File: config.mk
export PLATFORM = sky130hd
export DESIGN_NAME = vga_stream_out
export DESIGN_NICKNAME = d
export VERILOG_FILES = /design/src/rtl/vga_stream_out.sv
export SDC_FILE = /design/constraint.sdc
export NUM_CORES = 1
export LEC_CHECK = 0
export ABC_AREA = 1
export CAP_MARGIN = 20
export CORE_MARGIN = 2
export CORE_UTILIZATION = 48
export CTS_CLUSTER_SIZE = 20
export DETAILED_ROUTE_END_ITERATION = 16
export MAX_ROUTING_LAYER = met4
export PLACE_DENSITY = 0.89
export SYNTH_ARGS = -nofsm -noshare
export SYNTH_HDL_FRONTEND = slang
export SYNTH_SLANG_ARGS = --single-unit
File: constraint.sdc
create_clock -name pixel_clk -period 2.3 [get_ports pixel_clk]
set_input_delay 0.69 -clock pixel_clk [delete_from_list [all_inputs] [get_ports pixel_clk]]
set_output_delay 0.69 -clock pixel_clk [all_outputs]
set_load 0.005 [all_outputs]
File: src/rtl/vga_stream_out.sv
// vga_stream_out: panel timing plus RGB from a show-ahead FIFO; vga_* registered 1 cycle after the counters, fifo_read/frame_start combinational.
// No backpressure upstream: an empty FIFO in the active area blanks the rest of the frame and resyncs at frame_start; VGA_TEST_PATTERN_EN adds WAIT_FILL colour bars.
module vga_stream_out #(
  parameter int HDISP  = 800,
  parameter int HFP    = 40,
  parameter int HPULSE = 48,
  parameter int HBP    = 40,
  parameter int VDISP  = 480,
  parameter int VFP    = 13,
  parameter int VPULSE = 3,
  parameter int VBP    = 29
) (
  input  logic        pixel_clk,
  input  logic        pixel_rst_n,
  input  logic [23:0] fifo_rdata,
  input  logic        fifo_empty,
  input  logic        fifo_full,
  output logic        fifo_read,
  output logic        streaming,
  output logic        frame_start,
  output logic        underrun,
  output logic        vga_hs,
  output logic        vga_vs,
  output logic        vga_blank_n,
  output logic [7:0]  vga_r,
  output logic [7:0]  vga_g,
  output logic [7:0]  vga_b
);

  localparam int HTOTAL = HDISP + HFP + HPULSE + HBP;
  localparam int VTOTAL = VDISP + VFP + VPULSE + VBP;
  localparam int HW     = $clog2(HTOTAL);
  localparam int VW     = $clog2(VTOTAL);

  localparam logic [HW-1:0] H_LAST  = HW'(HTOTAL - 1);
  localparam logic [HW-1:0] H_DISP  = HW'(HDISP);
  localparam logic [HW-1:0] HS_BEG  = HW'(HDISP + HFP);
  localparam logic [HW-1:0] HS_END  = HW'(HDISP + HFP + HPULSE - 1);
  localparam logic [VW-1:0] V_LAST  = VW'(VTOTAL - 1);
  localparam logic [VW-1:0] V_DISP  = VW'(VDISP);
  localparam logic [VW-1:0] VS_BEG  = VW'(VDISP + VFP);
  localparam logic [VW-1:0] VS_END  = VW'(VDISP + VFP + VPULSE - 1);

  typedef enum logic {WAIT_FILL = 1'b0, RUN = 1'b1} state_e;

  state_e        state_q, state_d;
  logic [HW-1:0] hcnt_q, hcnt_d;
  logic [VW-1:0] vcnt_q, vcnt_d;
  logic          hs_q, hs_d;
  logic          vs_q, vs_d;
  logic          blank_n_q, blank_n_d;
  logic [23:0]   rgb_q, rgb_d;
  logic          underrun_q, underrun_d;
  logic          active;
  logic          run_now;
  logic          underrun_evt;

  assign active      = (hcnt_q < H_DISP) && (vcnt_q < V_DISP);
  assign frame_start = (hcnt_q == '0) && (vcnt_q == '0);

  always_comb begin
    hcnt_d = hcnt_q + 1'b1;
    vcnt_d = vcnt_q;
    if (hcnt_q == H_LAST) begin
      hcnt_d = '0;
      vcnt_d = (vcnt_q == V_LAST) ? '0 : vcnt_q + 1'b1;
    end
  end

`ifdef VGA_TEST_PATTERN_EN
  logic [2:0] bar_idx;

  // Bar k starts at ceil(k*HDISP/8), so hcnt*8/HDISP needs only constant compares.
  always_comb begin
    bar_idx = '0;
    for (int k = 1; k < 8; k++) begin
      if (hcnt_q >= HW'((k * HDISP + 7) / 8)) bar_idx = 3'(k);
    end
  end
`endif

  // State register
  always_ff @(posedge pixel_clk or negedge pixel_rst_n) begin
    if (!pixel_rst_n) state_q <= WAIT_FILL;
    else              state_q <= state_d;
  end

  // Next state: fill check only at frame_start, underrun drops back immediately
  always_comb begin
    state_d = state_q;
    case (state_q)
      WAIT_FILL: if (frame_start && fifo_full && !(active && fifo_empty)) state_d = RUN;
      RUN:       if (underrun_evt) state_d = WAIT_FILL;
      default:   state_d = WAIT_FILL;
    endcase
  end

  // Outputs: a frame_start that enters RUN already streams its first pixel
  always_comb begin
    run_now      = (state_q == RUN) || (frame_start && fifo_full);
    fifo_read    = active && run_now && !fifo_empty;
    underrun_evt = active && run_now && fifo_empty;
    underrun_d   = underrun_q || underrun_evt;
    hs_d         = !((hcnt_q >= HS_BEG) && (hcnt_q <= HS_END));
    vs_d         = !((vcnt_q >= VS_BEG) && (vcnt_q <= VS_END));
    blank_n_d    = active;
    rgb_d        = '0;
    if (fifo_read) begin
      rgb_d = fifo_rdata;
    end
`ifdef VGA_TEST_PATTERN_EN
    else if (active && !run_now) begin
      rgb_d = {{8{bar_idx[2]}}, {8{bar_idx[1]}}, {8{bar_idx[0]}}};
    end
`endif
  end

  always_ff @(posedge pixel_clk or negedge pixel_rst_n) begin
    if (!pixel_rst_n) begin
      hcnt_q     <= '0;
      vcnt_q     <= '0;
      hs_q       <= 1'b1;
      vs_q       <= 1'b1;
      blank_n_q  <= 1'b0;
      rgb_q      <= '0;
      underrun_q <= 1'b0;
    end else begin
      hcnt_q     <= hcnt_d;
      vcnt_q     <= vcnt_d;
      hs_q       <= hs_d;
      vs_q       <= vs_d;
      blank_n_q  <= blank_n_d;
      rgb_q      <= rgb_d;
      underrun_q <= underrun_d;
    end
  end

  assign streaming            = (state_q == RUN);
  assign underrun             = underrun_q;
  assign vga_hs               = hs_q;
  assign vga_vs               = vs_q;
  assign vga_blank_n          = blank_n_q;
  assign {vga_r, vga_g, vga_b} = rgb_q;

endmodule

# ---- Word-level counts from Yosys, hierarchy flattened
# Cells that the tools add are included.
dict set report classes {
  add_sub_neg 2
  magnitude_cmp 6
  eq_ne 2
  n_mux 6
  bitwise_logic 1
  reduce_logical 18
}
# cell n
set op_table {}
lappend op_table {{two-way mux 24 bit} 1}
lappend op_table {{adder 10 x 1 -> 10 bit (second input constant)} 2}
lappend op_table {{equality test 10 bit (second input constant)} 2}
lappend op_table {{zero test 10 bit} 2}
lappend op_table {{two-way mux 10 bit} 2}
lappend op_table {{greater-or-equal comparator 10 bit (second input constant)} 1}
lappend op_table {{greater-or-equal comparator 10 x 9 -> 1 bit (second input constant)} 1}
lappend op_table {{less-or-equal comparator 10 bit (second input constant)} 1}
lappend op_table {{less-or-equal comparator 10 x 9 -> 1 bit (second input constant)} 1}
lappend op_table {{logical AND 1 bit} 10}
lappend op_table {{< comparator 10 bit (second input constant)} 1}
lappend op_table {{< comparator 10 x 9 -> 1 bit (second input constant)} 1}
lappend op_table {{zero test 1 bit} 4}
lappend op_table {{logical OR 1 bit} 2}
lappend op_table {{two-way mux 1 bit} 2}
lappend op_table {{one-hot mux 1 bit (2 select lines)} 1}
lappend op_table {{inverter 1 bit} 1}
dict set report totals {
  register_bits 49
  input_bits 28
  out_inout_bits 31
  elab_cells 43
}

# ---- Logic depth before layout (Yosys ltp)
dict set report depth {
  depth_word 8
  ltp_mapped 11
  depth_no_buf 10
}

# ---- Worst setup path after synthesis
# OpenSTA, ideal clock, no wires.
dict set report synth_timing {
  path_kind {reg-to-output}
  startpoint {register vcnt_q[0]}
  endpoint {output fifo_read}
  arrival_ps 1501
  t_required_ps 1610
  path_slack_ps 109
  stages_incl_launch_ff 12
  n_path_buf 1
  path_cell_list {dfrtp_1 inv_1 ha_1 inv_1 nor2_1 nand2_1 nor2_1 nand4_1 nand2_1 nand3_4 buf_6 inv_1}
}
dict set report synth_between {
  elab_chain_len 6
}
# element line_no
set synth_lines {}
lappend synth_lines {{start, declared} 48} ;# logic [VW-1:0] vcnt_q, vcnt_d;
lappend synth_lines {{start signal, assigned} 129} ;# vcnt_q <= vcnt_d;
lappend synth_lines {{parallel branches: the longest is 4 deep, another holds < comparator 10 x 9 -> 1 bit} -}
lappend synth_lines {{logical AND 1 bit * (2 in series)} 101} ;# fifo_read = active && run_now && !fifo_empty;
lappend synth_lines {{end, declared} 18} ;# output logic fifo_read,
# Every way passes the cells marked *.

# ---- Worst setup path after layout
dict set report layout_timing {
  startpoint {input fifo_full}
  endpoint {output fifo_read}
}
dict set report layout_between {
  elab_chain_len 4
}
# element line_no
set layout_lines {}
lappend layout_lines {{start, declared} 17} ;# input logic fifo_full,
lappend layout_lines {{logical AND 1 bit} 100} ;# run_now = (state_q == RUN) || (frame_start && fifo_full);
lappend layout_lines {{logical OR 1 bit} 100}
lappend layout_lines {{logical AND 1 bit (2 in series)} 101}
# No other way between the ends.

==> results.md <==
* Status: complete, but fails checks
* Violated checks: negative setup slack
* WP data arrival at 1.69 ns
* # rows at 25
* 1st-iter DRT viols at 224
* Initial Util at 49.1%
* EDFF count, synth at 0
* Post-Syn Area per Cell at 8.76 sq um
* Largest net degree at the start of global routing at 30
* Cells after synthesis at 261
* Most common flop cell mapped by yosys: dfrtp_1
* Clock slew at reported path FFs at 0.09 ns
* Final instance area at 3340 sq um
* Final global-route overflow total at 0
* Min-delay worst type: in -> async
* Initial antenna violation count at 0
* TritonRoute pass-1 iters at 4
* HPWL Detailed at 3.93 mm
* Seq/Total Area, Yosys at 53.7%
* Via count at 2141
* Area growth syn-to-layout at 46.1%
* Via/cell ratio at 5.11
* Period minus WS final at 2.38 ns
* Die ar. at 5330 sq um
* DRT antenna net count at 0
* Setup WS post-layout at -0.0845 ns
* Port Buffers at 58
* WP data required at 1.61 ns
* Placed insts at 403
* Crit share post-route at 104%
* Placeable Area at 4660 sq um
* Maximum fanout along the worst path at 2
* Final #Nets at 398
* Seq cells post-synth at 49
* Max Clock Freq at 419 MHz
* Setup TNS at -0.0845 ns
* I/O pins at 59
* Async SR Flop Fraction at 100%
* H-tree levels at 2
* Hold_buf cts at 0
* Clk buf depth at 2
* Slew @ Worst Pin at 0.653 ns
* Worst Skew at 0.00713 ns
* Synthesized Nets at 295
* Clock sink count at 49
* Num CTS Buffers at 5
* RSZ-0062 raised after global routing: yes
* Final number of setup-violating endpoints at 1
* Maximum vdd ir drop at 466 uV
* Netlist cell types at 27
* Root Driver: clkbuf_8
* Horiz. Die Dim at 73.0 microns
* DP Area at 3150 sq um
* RD Place Congestion at 0.864
* # diodes at 0
* Vias in the first global route at 1970
* Rel. slew slack at 56.5%
* DRC viols at 0
* WL final at 5.86 mm
* Layout cell share with drive strength beyond 1 at 22.7%
* Kind of critical path: in -> out
* Mapped Area at 2290 sq um
* All-Layer GR Usage at 22.2%
* Synth warnings at 0
* Max cap viols at 0
* PD cells at 467 nW/um^2
* Worst skew pair latency at 0.31 ns
* Final Max Slew Viols at 0
* Die Ht at 73.0 microns
* Average wire per standard cell at 14.0 microns
* CP endpoint kind: output port
* Fin. Hold Viols at 0
* P_leak at 1.68 nW
* Non-Filler Instances at 419
* Fill count at 282
* TritonCTS clock tree: yes
* Wire length of the first global-routing pass at 9.00 mm
* Nature of the critical path startpoint: input port
* Worst hold slack at 0.401 ns
* Pwr Total at 0.00156 W
## layout make-up
type                    instances  area, sq um  area share (%)
clock buffers                   6         72.6            2.17
inverters                      54          203            6.07
clock inverters                 2         38.8            1.16
repair buffers                101          895            26.8
flip-flops and latches         49         1230            36.8
well taps                      54         67.6            2.02
multi-input cells             153          837            25.0
## what timing repair did
item	4_1_cts	5_1_grt
pin swaps	5	6
gates resized for setup	13	6
buffers inserted	3	5
endpoints found under the setup margin	2	2
## path summary, 6_finish.rpt
kind	start	end	depth (start not counted)	slack (ns)
max in group asynchronous	pixel_rst_n	rgb_q[21]	2	1.28
min in group pixel_clk	underrun	underrun	2	0.52
worst max-delay path	fifo_full	fifo_read	6	-0.08
worst max register to register	hcnt_q[0]	vcnt_q[6]	11	0.32
worst min-delay path	pixel_rst_n	rgb_q[1]	1	0.40
worst min register to register	underrun	underrun	2	0.52
## stage by stage
| stage | utilization (%) | worst slack (ns) |
|---|---|---|
| finish | 71.7 | -0.0845 |
| global route | 71.7 | -0.150 |
| CTS | 70.7 | -0.100 |
| detailed placement | 67.5 | -0.476 |
| global placement | 67.5 | -0.473 |
| floorplan | - | 0.109 |
## metal layers
metal	wire length [microns]	vias up	track usage (%)
li1	-	1011	-
met4	118	0	6.79
met5	0	-	-
met2	3130	74	38.4
met3	252	13	3.59
met1	2360	1043	26.5
## worst max-delay path, stage by stage
cell and delay (ns):
clkdlybuf4s50_1 0.49, nand4_1 0.16, nand2_2 0.14, nand3_4 0.07, inv_2 0.06, buf_6 0.08
## sequential cells by signal, summed over array words and instances, names as in the netlist
signal / flops
underrun: 1
hcnt_q: 10
vga_vs: 1
vga_blank_n: 1
vcnt_q: 10
vga_hs: 1
rgb_q: 24
streaming: 1
## logic make-up after synthesis
| logic type | after synthesis | synth area share (%) |
|---|---|---|
| compound gates | 21 | 4.76 |
| flops | 49 | 53.7 |
| fa+ha+maj | 6 | 3.28 |
| xor+xnor | 4 | 1.53 |
| buf+inv | 59 | 10.9 |
| simple gates | 122 | 25.8 |
## synth_stat cells (all sizes together) (3+ instances only)
cell type | n | share of area, %
dfrtp | 47 | 51
a21oi | 5 | 1.1
nor2 | 50 | 9.7
nand3 | 15 | 4.0
nor3 | 9 | 2.5
nand4 | 12 | 3.3
nand2 | 34 | 5.7
xor2 | 3 | 1.1
o21ai | 14 | 3.1
buf | 5 | 2.0
ha | 6 | 3.3
inv | 54 | 8.9
## power breakdown
group | total (W) | switching [W] | internal (W)
Sequential | 0.000861 | 0.000000000000000000314 | 0.000861
Combinational | 0.0000786 | 0.0000333 | 0.0000453
Clock | 0.000620 | 0.000294 | 0.000327
Total | 0.00156 | 0.000327 | 0.00123
## cells in the final DEF (no fill, tap or decap)
cell type,instances
nand4_1,12
a21oi_1,5
nor2_4,1
clkbuf_2,1
ha_4,1
nor3_2,1
nand2_2,2
a22oi_1,1
clkdlybuf4s50_1,55
dfrtp_1,47
nor2_2,14
clkbuf_1,1
nand2_1,32
inv_2,6
o21ai_0,14
and2_1,1
nand3_4,1
clkinv_4,1
nor3_1,7
nand3_2,1
xnor2_1,1
buf_6,1
ha_1,5
nor3b_1,1
buf_2,1
a31oi_1,1
clkbuf_8,5
buf_4,43
nor2_1,35
xor2_1,3
bufinv_16,1
dfstp_2,2
nand3_1,13
nor3_4,1
inv_1,48
(Power assumes the default switching activity.)
